$ cat config.mk
export PLATFORM = sky130hd
export DESIGN_NAME = sd_cmd_shift_engine
export DESIGN_NICKNAME = d
export VERILOG_FILES = /design/src/rtl/sd_cmd_shift_engine.sv
export SDC_FILE = /design/constraint.sdc
export NUM_CORES = 1
export LEC_CHECK = 0
export ABC_AREA = 1
export CORE_MARGIN = 2
export CORE_UTILIZATION = 55
export CTS_CLUSTER_DIAMETER = 120
export DETAILED_ROUTE_END_ITERATION = 10
export PLACE_DENSITY = 0.83
export REMOVE_ABC_BUFFERS = 1
export SETUP_SLACK_MARGIN = 0.3
export SLEW_MARGIN = 15
export SYNTH_ARGS = -nofsm -noshare
export SYNTH_HDL_FRONTEND = slang
export SYNTH_SLANG_ARGS = --single-unit
$ cat constraint.sdc
create_clock -name iClock_SD -period 4 [get_ports iClock_SD]
set_clock_uncertainty 0.15 [all_clocks]
set_input_delay 1 -clock iClock_SD [delete_from_list [all_inputs] [get_ports iClock_SD]]
set_output_delay 1 -clock iClock_SD [all_outputs]
set_load 0.01 [all_outputs]
$ cat src/rtl/sd_cmd_shift_engine.sv
// Bidirectional MSB-first shift engine for the SD CMD line with start-bit detect and RX timeout.
// Optional CRC7 insertion/check when SD_CMD_CRC7_EN is defined.
module sd_cmd_shift_engine #(
    parameter int unsigned WIDTH   = 48,
    parameter int unsigned CNT_W   = 6,
    parameter int unsigned TIMEOUT = 64,
    parameter int unsigned TO_W    = 8
) (
    input  logic             iClock_SD,
    input  logic             iReset,
    input  logic             iEnable,
    input  logic             iStart,
    input  logic             iMode,
    input  logic [WIDTH-1:0] iParallel,
    input  logic             iSerial,
    output logic             oSerial,
    output logic             oSerialOe,
    output logic [WIDTH-1:0] oParallel,
    output logic             oBusy,
    output logic             oComplete,
    output logic             oTimeout,
    output logic             oCrcErr
);

    typedef enum logic [1:0] {IDLE, TX_SHIFT, RX_WAIT, RX_SHIFT} state_t;

    state_t           state;
    logic [WIDTH-1:0] frame;
    logic [CNT_W-1:0] cnt;
    logic [TO_W-1:0]  to_cnt;
    logic [CNT_W-1:0] idx;
    logic [TO_W-1:0]  to_next;

    // Bit position handled on the current edge: cnt counts bits already on the line / captured.
    assign idx     = CNT_W'(WIDTH - 1) - cnt;
    assign to_next = to_cnt + TO_W'(1);

`ifdef SD_CMD_CRC7_EN
    logic [6:0] crc;
    logic       crc_err;

    // Serial CRC7, polynomial x^7 + x^3 + 1.
    function automatic logic [6:0] crc7_step(input logic [6:0] c, input logic b);
        logic fb;
        fb = c[6] ^ b;
        return {c[5:3], c[2] ^ fb, c[1:0], fb};
    endfunction

    assign oCrcErr = crc_err;
`else
    assign oCrcErr = 1'b0;
`endif

    always_ff @(posedge iClock_SD) begin
        if (!iReset) begin
            state     <= IDLE;
            frame     <= '0;
            cnt       <= '0;
            to_cnt    <= '0;
            oSerial   <= 1'b1;
            oSerialOe <= 1'b0;
            oParallel <= '0;
            oBusy     <= 1'b0;
            oComplete <= 1'b0;
            oTimeout  <= 1'b0;
`ifdef SD_CMD_CRC7_EN
            crc       <= '0;
            crc_err   <= 1'b0;
`endif
        end else if (iEnable) begin
            oComplete <= 1'b0;
            oTimeout  <= 1'b0;
`ifdef SD_CMD_CRC7_EN
            crc_err   <= 1'b0;
`endif
            case (state)
                IDLE: begin
                    if (iStart && !iMode) begin
                        frame     <= iParallel;
                        oSerial   <= iParallel[WIDTH-1];
                        oSerialOe <= 1'b1;
                        oBusy     <= 1'b1;
                        cnt       <= CNT_W'(1);
`ifdef SD_CMD_CRC7_EN
                        crc       <= crc7_step(7'd0, iParallel[WIDTH-1]);
`endif
                        state     <= TX_SHIFT;
                    end else if (iStart && iMode) begin
                        oBusy  <= 1'b1;
                        to_cnt <= '0;
                        state  <= RX_WAIT;
                    end
                end

                TX_SHIFT: begin
                    if (cnt == CNT_W'(WIDTH)) begin
                        oSerial   <= 1'b1;
                        oSerialOe <= 1'b0;
                        oBusy     <= 1'b0;
                        oComplete <= 1'b1;
                        cnt       <= '0;
                        state     <= IDLE;
                    end else begin
`ifdef SD_CMD_CRC7_EN
                        // Bits 7..1 carry the CRC computed over the header bits.
                        if (idx >= CNT_W'(8)) begin
                            oSerial <= frame[idx];
                            crc     <= crc7_step(crc, frame[idx]);
                        end else if (idx != '0) begin
                            oSerial <= crc[3'(idx - CNT_W'(1))];
                        end else begin
                            oSerial <= frame[0];
                        end
`else
                        oSerial <= frame[idx];
`endif
                        cnt <= cnt + CNT_W'(1);
                    end
                end

                RX_WAIT: begin
                    if (!iSerial) begin
                        frame[WIDTH-1] <= 1'b0;
                        cnt            <= CNT_W'(1);
`ifdef SD_CMD_CRC7_EN
                        crc            <= crc7_step(7'd0, 1'b0);
`endif
                        state          <= RX_SHIFT;
                    end else begin
                        to_cnt <= to_next;
                        if (TIMEOUT != 0 && to_next == TO_W'(TIMEOUT)) begin
                            oTimeout <= 1'b1;
                            oBusy    <= 1'b0;
                            state    <= IDLE;
                        end
                    end
                end

                RX_SHIFT: begin
                    if (cnt == CNT_W'(WIDTH - 1)) begin
                        oParallel <= {frame[WIDTH-1:1], iSerial};
                        oComplete <= 1'b1;
                        oBusy     <= 1'b0;
                        cnt       <= '0;
`ifdef SD_CMD_CRC7_EN
                        crc_err   <= (frame[7:1] != crc);
`endif
                        state     <= IDLE;
                    end else begin
                        frame[idx] <= iSerial;
`ifdef SD_CMD_CRC7_EN
                        if (idx >= CNT_W'(8)) crc <= crc7_step(crc, iSerial);
`endif
                        cnt <= cnt + CNT_W'(1);
                    end
                end

                default: state <= IDLE;
            endcase
        end
    end

endmodule

==> run metrics, run 1 <==
result of the run finished clean; top post-synthesis cells by area dfxtp_1, nand2_1, o21ai_0; number of buffers added to fix hold violations after cts 0; Clock Latency Late Sink 0.55 ns; layout-stage area growth over the synthesis result 26.7%; buffer cell driving the clock tree root clkbuf_8; Critical Path Fanout Max 46; WL per Instance 14.7 um; crit path DAT 3.26 ns; endpoint type of the worst setup path flop; Initial DRC Count 679; launching point of the worst reg2reg path state[0]; kind of critical path flop to flop; critical path capture point frame[5]; Yosys top cell area share 0.380; global-route wire length before repair 28400 um; final cycle utilization of the critical path 0.733; Fmax 341 MHz; total power 3.15 mW; final-report setup violation count 0; Cell variety after synth 34; clock tree from TritonCTS built; Final Hold Fails 0; starting density of the core 0.566; unrepaired setup endpoints after global routing no; leakage 3.12 nW; Worst R2R Setup Slack 1.07 ns; Required @ worst endpoint 4.33 ns; All-Layer GR Usage 0.300; power per unit of standard cell area 403 nW/um^2; initial antenna violation count 0; Routability Congestion 0.895; total wirelength of the detailed-routed design 17300 um; area of combinational cells with multiple inputs 3230 um^2; die area 12100 um^2; max-capacitance violation count 0; register bit total from synthesis 117; pins over their slew limit 0; number of CTS-inserted buffers 17; count of antenna-violating nets left after detailed routing 0; CTS Sinks 117; number of I/O port buffers 106; I/O pin cnt 108; worst reg2reg path endpoint frame[5]; pin slew with the least headroom to its limit 0.919 ns; Reg clk slew, reported paths 0.06 ns; Clock Path Buffers 2; worst max-slew margin expressed relative to the limit 0.385; sum of net half-perimeters after detailed placement 11400 um; vias per cell 5.64; first-pass iteration count of the detailed router 5; drc violations 0; Post-Place Worst Slack 0.799 ns; Peak VDD IR 0.000279 V; first element of the critical path state[0]; Sequential cell area 2340 um^2; vias in the first global route 6054; clock period minus final worst setup slack 2.93 ns; Yosys top cell by area dfxtp_1; aggregate negative setup slack 0 ns; Synth Cell Area 6160 um^2; post-cts repair resize count 0; Final WS setup 1.07 ns; antenna diode count 0; overall via count from detail_route 6636; number of warnings issued by yosys 0; sort of element at the start of the critical path flop; average cell area after synthesis 6.53 um^2; # Post-CTS Setup Buffers 0; min-delay worst type flop to flop; CTS H-Tree Depth 4; R2R cell count 7; filler cell count 932; post-synthesis cell count 944; row count 38; pin count of the biggest net entering global routing 98; Die W 110 um; height of the chip 110 um; sequential-to-total area share from yosys stat 0.380; ratio of cells with drive above 1 in the final layout 0.0579; number of nets in the finished design 1087; Congestion Overflow GR 0; core area 10900 um^2; Worst Min Path Start frame[0]
## synthesized netlist by cell type
master    instances
o31ai_1          22
buf_2            13
nor4_1            1
nand4_1           6
o221ai_1          1
o21a_1            2
o22ai_1           1
ha_1              9
inv_2             8
nand3_1          39
a211oi_1          1
o211ai_1          2
xnor2_1           1
conb_1            1
or2_0             1
clkbuf_1         32
nand2_2           3
nand2_1         277
nor2_1           39
nor3_1            7
inv_1            79
o21ai_1          36
o21ai_0         112
a21oi_1         109
nor2_4            2
nor2_2            6
dfxtp_1         117
buf_4             4
clkinv_1          1
buf_6             4
nand3b_1          2
a221oi_1          1
xor2_1            1
a31oi_1           4
## placed cells by master, fill, tap and decap left out, types with 3 or more instances in the layout
cell type,n
clkdlybuf4s50_1,105
nor3_1,7
buf_4,6
a21oi_1,109
o21ai_1,36
a31oi_1,4
nand4_1,6
inv_6,4
o21ai_0,112
ha_1,9
o31ai_1,22
nand2_1,277
nand3_1,39
inv_2,8
clkinvlp_4,5
dfxtp_1,117
nor2_2,6
clkbuf_8,3
clkbuf_16,16
inv_1,79
nand2_2,3
nor2_1,39
## logic make-up after synthesis
| logic type | share of synthesized area |
|---|---|
| fa+ha+maj | 0.0183 |
| buf+inv | 0.0958 |
| compound gates | 0.249 |
| flops | 0.380 |
| xor+xnor | 0.00284 |
| simple gates | 0.253 |
| other cells | 0.000608 |
## stage by stage
step / cell area (um^2) / utilization / hold slack, ns / std cells
after CTS: 7810 / 0.717 / 0.304 / 1177
after floorplan: 5900 / - / 0.279 / 891
after global placement: 7220 / 0.663 / 0.292 / 1145
after global routing: 7810 / 0.717 / 0.340 / 1177
after detailed placement: 7220 / 0.663 / 0.295 / 1145
final: 7810 / 0.717 / 0.308 / 1177
## sequential cells by signal, indices dropped and copies added, names as in the netlist
register	flops
cnt	6
frame	48
oBusy	1
oComplete	1
oParallel	48
oSerial	1
oSerialOe	1
oTimeout	1
state	2
to_cnt	8
## report_power, final
part	internal (mW)	leakage [nW]	switching, mW	total, mW
logic	0.147	1.90	0.243	0.390
clock network	0.925	0.274	0.581	1.51
registers	1.22	0.950	0.0286	1.25
total	2.30	3.12	0.852	3.15
## metal layers
| layer | GRT usage | share of wire | up-vias |
|---|---|---|---|
| met5 | 0 | 0 | - |
| met4 | 0.108 | 0.025 | 0 |
| met3 | 0.0616 | 0.076 | 47 |
| met2 | 0.489 | 0.47 | 276 |
| met1 | 0.391 | 0.43 | 3023 |
| li1 | - | - | 3290 |
## worst min-delay path by stage
stage               slack [ns]  depth (start not counted)  endpoint
global placement          0.29                          2  frame[0]
CTS                       0.30                          2  frame[0]
finish                    0.31                          2  frame[0]
global route              0.34                          2     oBusy
detailed placement        0.29                          2  frame[0]
floorplan                 0.28                          2  frame[0]
## final cells by class
cell class	instances	area share
flip-flops and latches	117	0.300
inverters	88	0.0423
multi-input cells	686	0.414
clock inverters	13	0.0187
well taps	140	0.0224
clock buffers	19	0.0566
repair buffers	114	0.146
## critical path: stages (launching register included)
cell and delay (ns):
dfxtp_1 0.47, nand2_1 0.13, inv_2 0.27, buf_4 0.39, nand2_2 0.58, o31ai_1 0.52
o21ai_0 0.15, a21oi_1 0.16
(Power assumes the default switching activity.)
==> run 2: changes to the inputs <==
CORE_UTILIZATION = 53   (was 55)
PLACE_DENSITY = 0.8   (was 0.83)
clock period = 3.05 ns   (was 4 ns; I/O delays follow)
==> run metrics, run 2 (synthesis results as in run 1) <==
Initial DRC Count 565 (-17%); count of antenna-violating nets left after detailed routing 0 (unchanged); # Post-CTS Setup Buffers 0 (unchanged); Combinational Power Share 0.125 (about the same); Routability Congestion 0.972 (+8.5%); leading cell type in the layout, fill and taps excluded nand2_1; R2R cell count 11 (+4); met3 WL 948 um (-28%); launching point of the worst reg2reg path state[1]; number of buffers added to fix hold violations after cts 0 (unchanged); final cell count without fillers 1188 (+0.93%); Congestion Overflow GR 0 (unchanged); final cycle utilization of the critical path 0.807 (+0.0732); clock tree from TritonCTS built; Fmax 407 MHz (+19%); switching component of the power 1.05 mW (+24%); initial antenna violation count 0 (unchanged); row count 39 (+2.6%); largest registers ranked by flip-flop count frame (48), oParallel (48), to_cnt (8); aggregate negative setup slack 0 ns (unchanged); Reg clk slew, reported paths 0.05 ns (about the same); All-Layer GR Usage 0.282 (-0.0178); Die W 112 um (+1.8%); CTS H-Tree Depth 4 (unchanged); clock period minus final worst setup slack 2.46 ns (-0.473 ns); result of the run finished clean; Critical Path Fanout Max 47 (+2.2%); minimum hold slack 0.305 ns (-0.00350 ns); most frequent cells in the layout nand2_1, dfxtp_1, o21ai_0; power per unit of standard cell area 523 nW/um^2 (+30%); leakage 3.19 nW (+2.1%); antenna diode count 0 (unchanged); starting density of the core 0.542 (-0.0240); worst max-slew margin expressed relative to the limit 0.653 (+0.268); Required @ worst endpoint 3.20 ns (-1.13 ns); Clock Path Buffers 2 (unchanged); Worst Min Path Start frame[0]; Peak VDD IR 0.000388 V (+39%); post-cts repair resize count 0 (unchanged); number of nets in the finished design 1095 (+0.74%); number of I/O port buffers 106 (unchanged); layout-stage area growth over the synthesis result 28.3%; vias per cell 5.52 (-2.2%); instance count after placement with tap cells included 1156 (+0.96%); pin count of the biggest net entering global routing 71 (-28%); die area 12500 um^2 (+3.6%); detailed-routing wirelength on met1 7730 um (+3.5%); pins over their slew limit 0 (unchanged); sum of met2 wire segment lengths after detailed routing 8590 um (+5.8%); sum of net half-perimeters after detailed placement 12200 um (+6.7%); highest routed layer met4; total wirelength of the detailed-routed design 17600 um (+1.7%); WL per Instance 14.9 um (+0.79%); min-delay worst type flop to flop; Clock Latency Late Sink 0.42 ns (-0.13 ns); I/O pin cnt 108 (unchanged); global-route wire length before repair 28400 um (about the same); max-capacitance violation count 0 (unchanged); first element of the critical path state[1]; CTS Sinks 117 (unchanged); overall via count from detail_route 6553 (-1.3%); vias in the first global route 5872 (-3.0%); number of CTS-inserted buffers 17 (unchanged); core area 11400 um^2 (+4.4%); sequential power share 0.397 (about the same); Final Hold Fails 0 (unchanged); final design area excluding fillers 7910 um^2 (+1.3%); pin slew with the least headroom to its limit 0.519 ns (-0.400 ns); ratio of cells with drive above 1 in the final layout 0.0632 (+0.00530); final-report setup violation count 0 (unchanged); portion of total power attributed to the clock network 0.478 (about the same); sw frac 0.254 (-0.0163); drc violations 0 (unchanged); crit path DAT 2.61 ns (-0.65 ns); kind of critical path flop to flop; first-pass iteration count of the detailed router 5 (unchanged); sort of element at the start of the critical path flop; critical path capture point frame[1]; endpoint type of the worst setup path flop; unrepaired setup endpoints after global routing no; worst reg2reg path endpoint frame[1]; height of the chip 112 um (+1.8%); Internal Pwr Total 3.09 mW (+34%); Worst R2R Setup Slack 0.59 ns (-0.48 ns); total placed instance area 7320 um^2 (+1.4%); buffer cell driving the clock tree root clkbuf_16
-- run 2: worst min path at each step --
stage / end / slack (ns) / depth (start not counted)
detailed placement: frame[0] / 0.30 / 2
floorplan: frame[0] / 0.28 / 2
CTS: frame[0] / 0.31 / 2
finish: frame[0] / 0.31 / 2
global route: frame[0] / 0.33 / 2
global placement: frame[0] / 0.29 / 2
-- run 2: stage by stage --
step | setup WS, ns | total power, mW | util
3_5_place_dp | 0.244 | 2.18 | 0.644
5_1_grt | 0.387 | 4.30 | 0.696
2_1_floorplan | 0.0121 | 1.97 | -
6_report | 0.590 | 4.14 | 0.696
3_3_place_gp | 0.351 | 2.17 | 0.644
4_1_cts | 0.661 | 4.15 | 0.696
-- run 2: layout make-up --
type                            count  area (um^2)
Tap cell                          143          179
Inverter                           88          330
Sequential cell                   117         2340
Clock inverter                      9          100
Multi-Input combinational cell    686         3230
Fill cell                         958         3460
Timing Repair Buffer              122         1240
Clock buffer                       23          488
-- run 2: per-layer routing --
| metal | up-vias | GRT usage |
|---|---|---|
| li1 | 3306 | - |
| met1 | 3000 | 0.358 |
| met2 | 215 | 0.476 |
| met3 | 32 | 0.0506 |
| met4 | 0 | 0.111 |
| met5 | - | 0 |
-- run 2: critical path, stage by stage (launching register included) --
cell	delay, ns
dfxtp_1	0.44
nand2_1	0.10
buf_4	0.24
inv_2	0.35
nand2_1	0.13
nand2_1	0.07
nand2_1	0.11
inv_2	0.09
buf_12	0.21
nand2_1	0.11
o21ai_0	0.21
a21oi_1	0.07
-- run 2: power groups by stage --
stage	clock network, mW	registers, mW	logic [mW]
floorplan	0	1.67	0.292
global placement	0	1.67	0.499
detailed placement	0	1.67	0.509
CTS	1.99	1.64	0.513
global route	2.07	1.65	0.580
finish	1.98	1.64	0.517
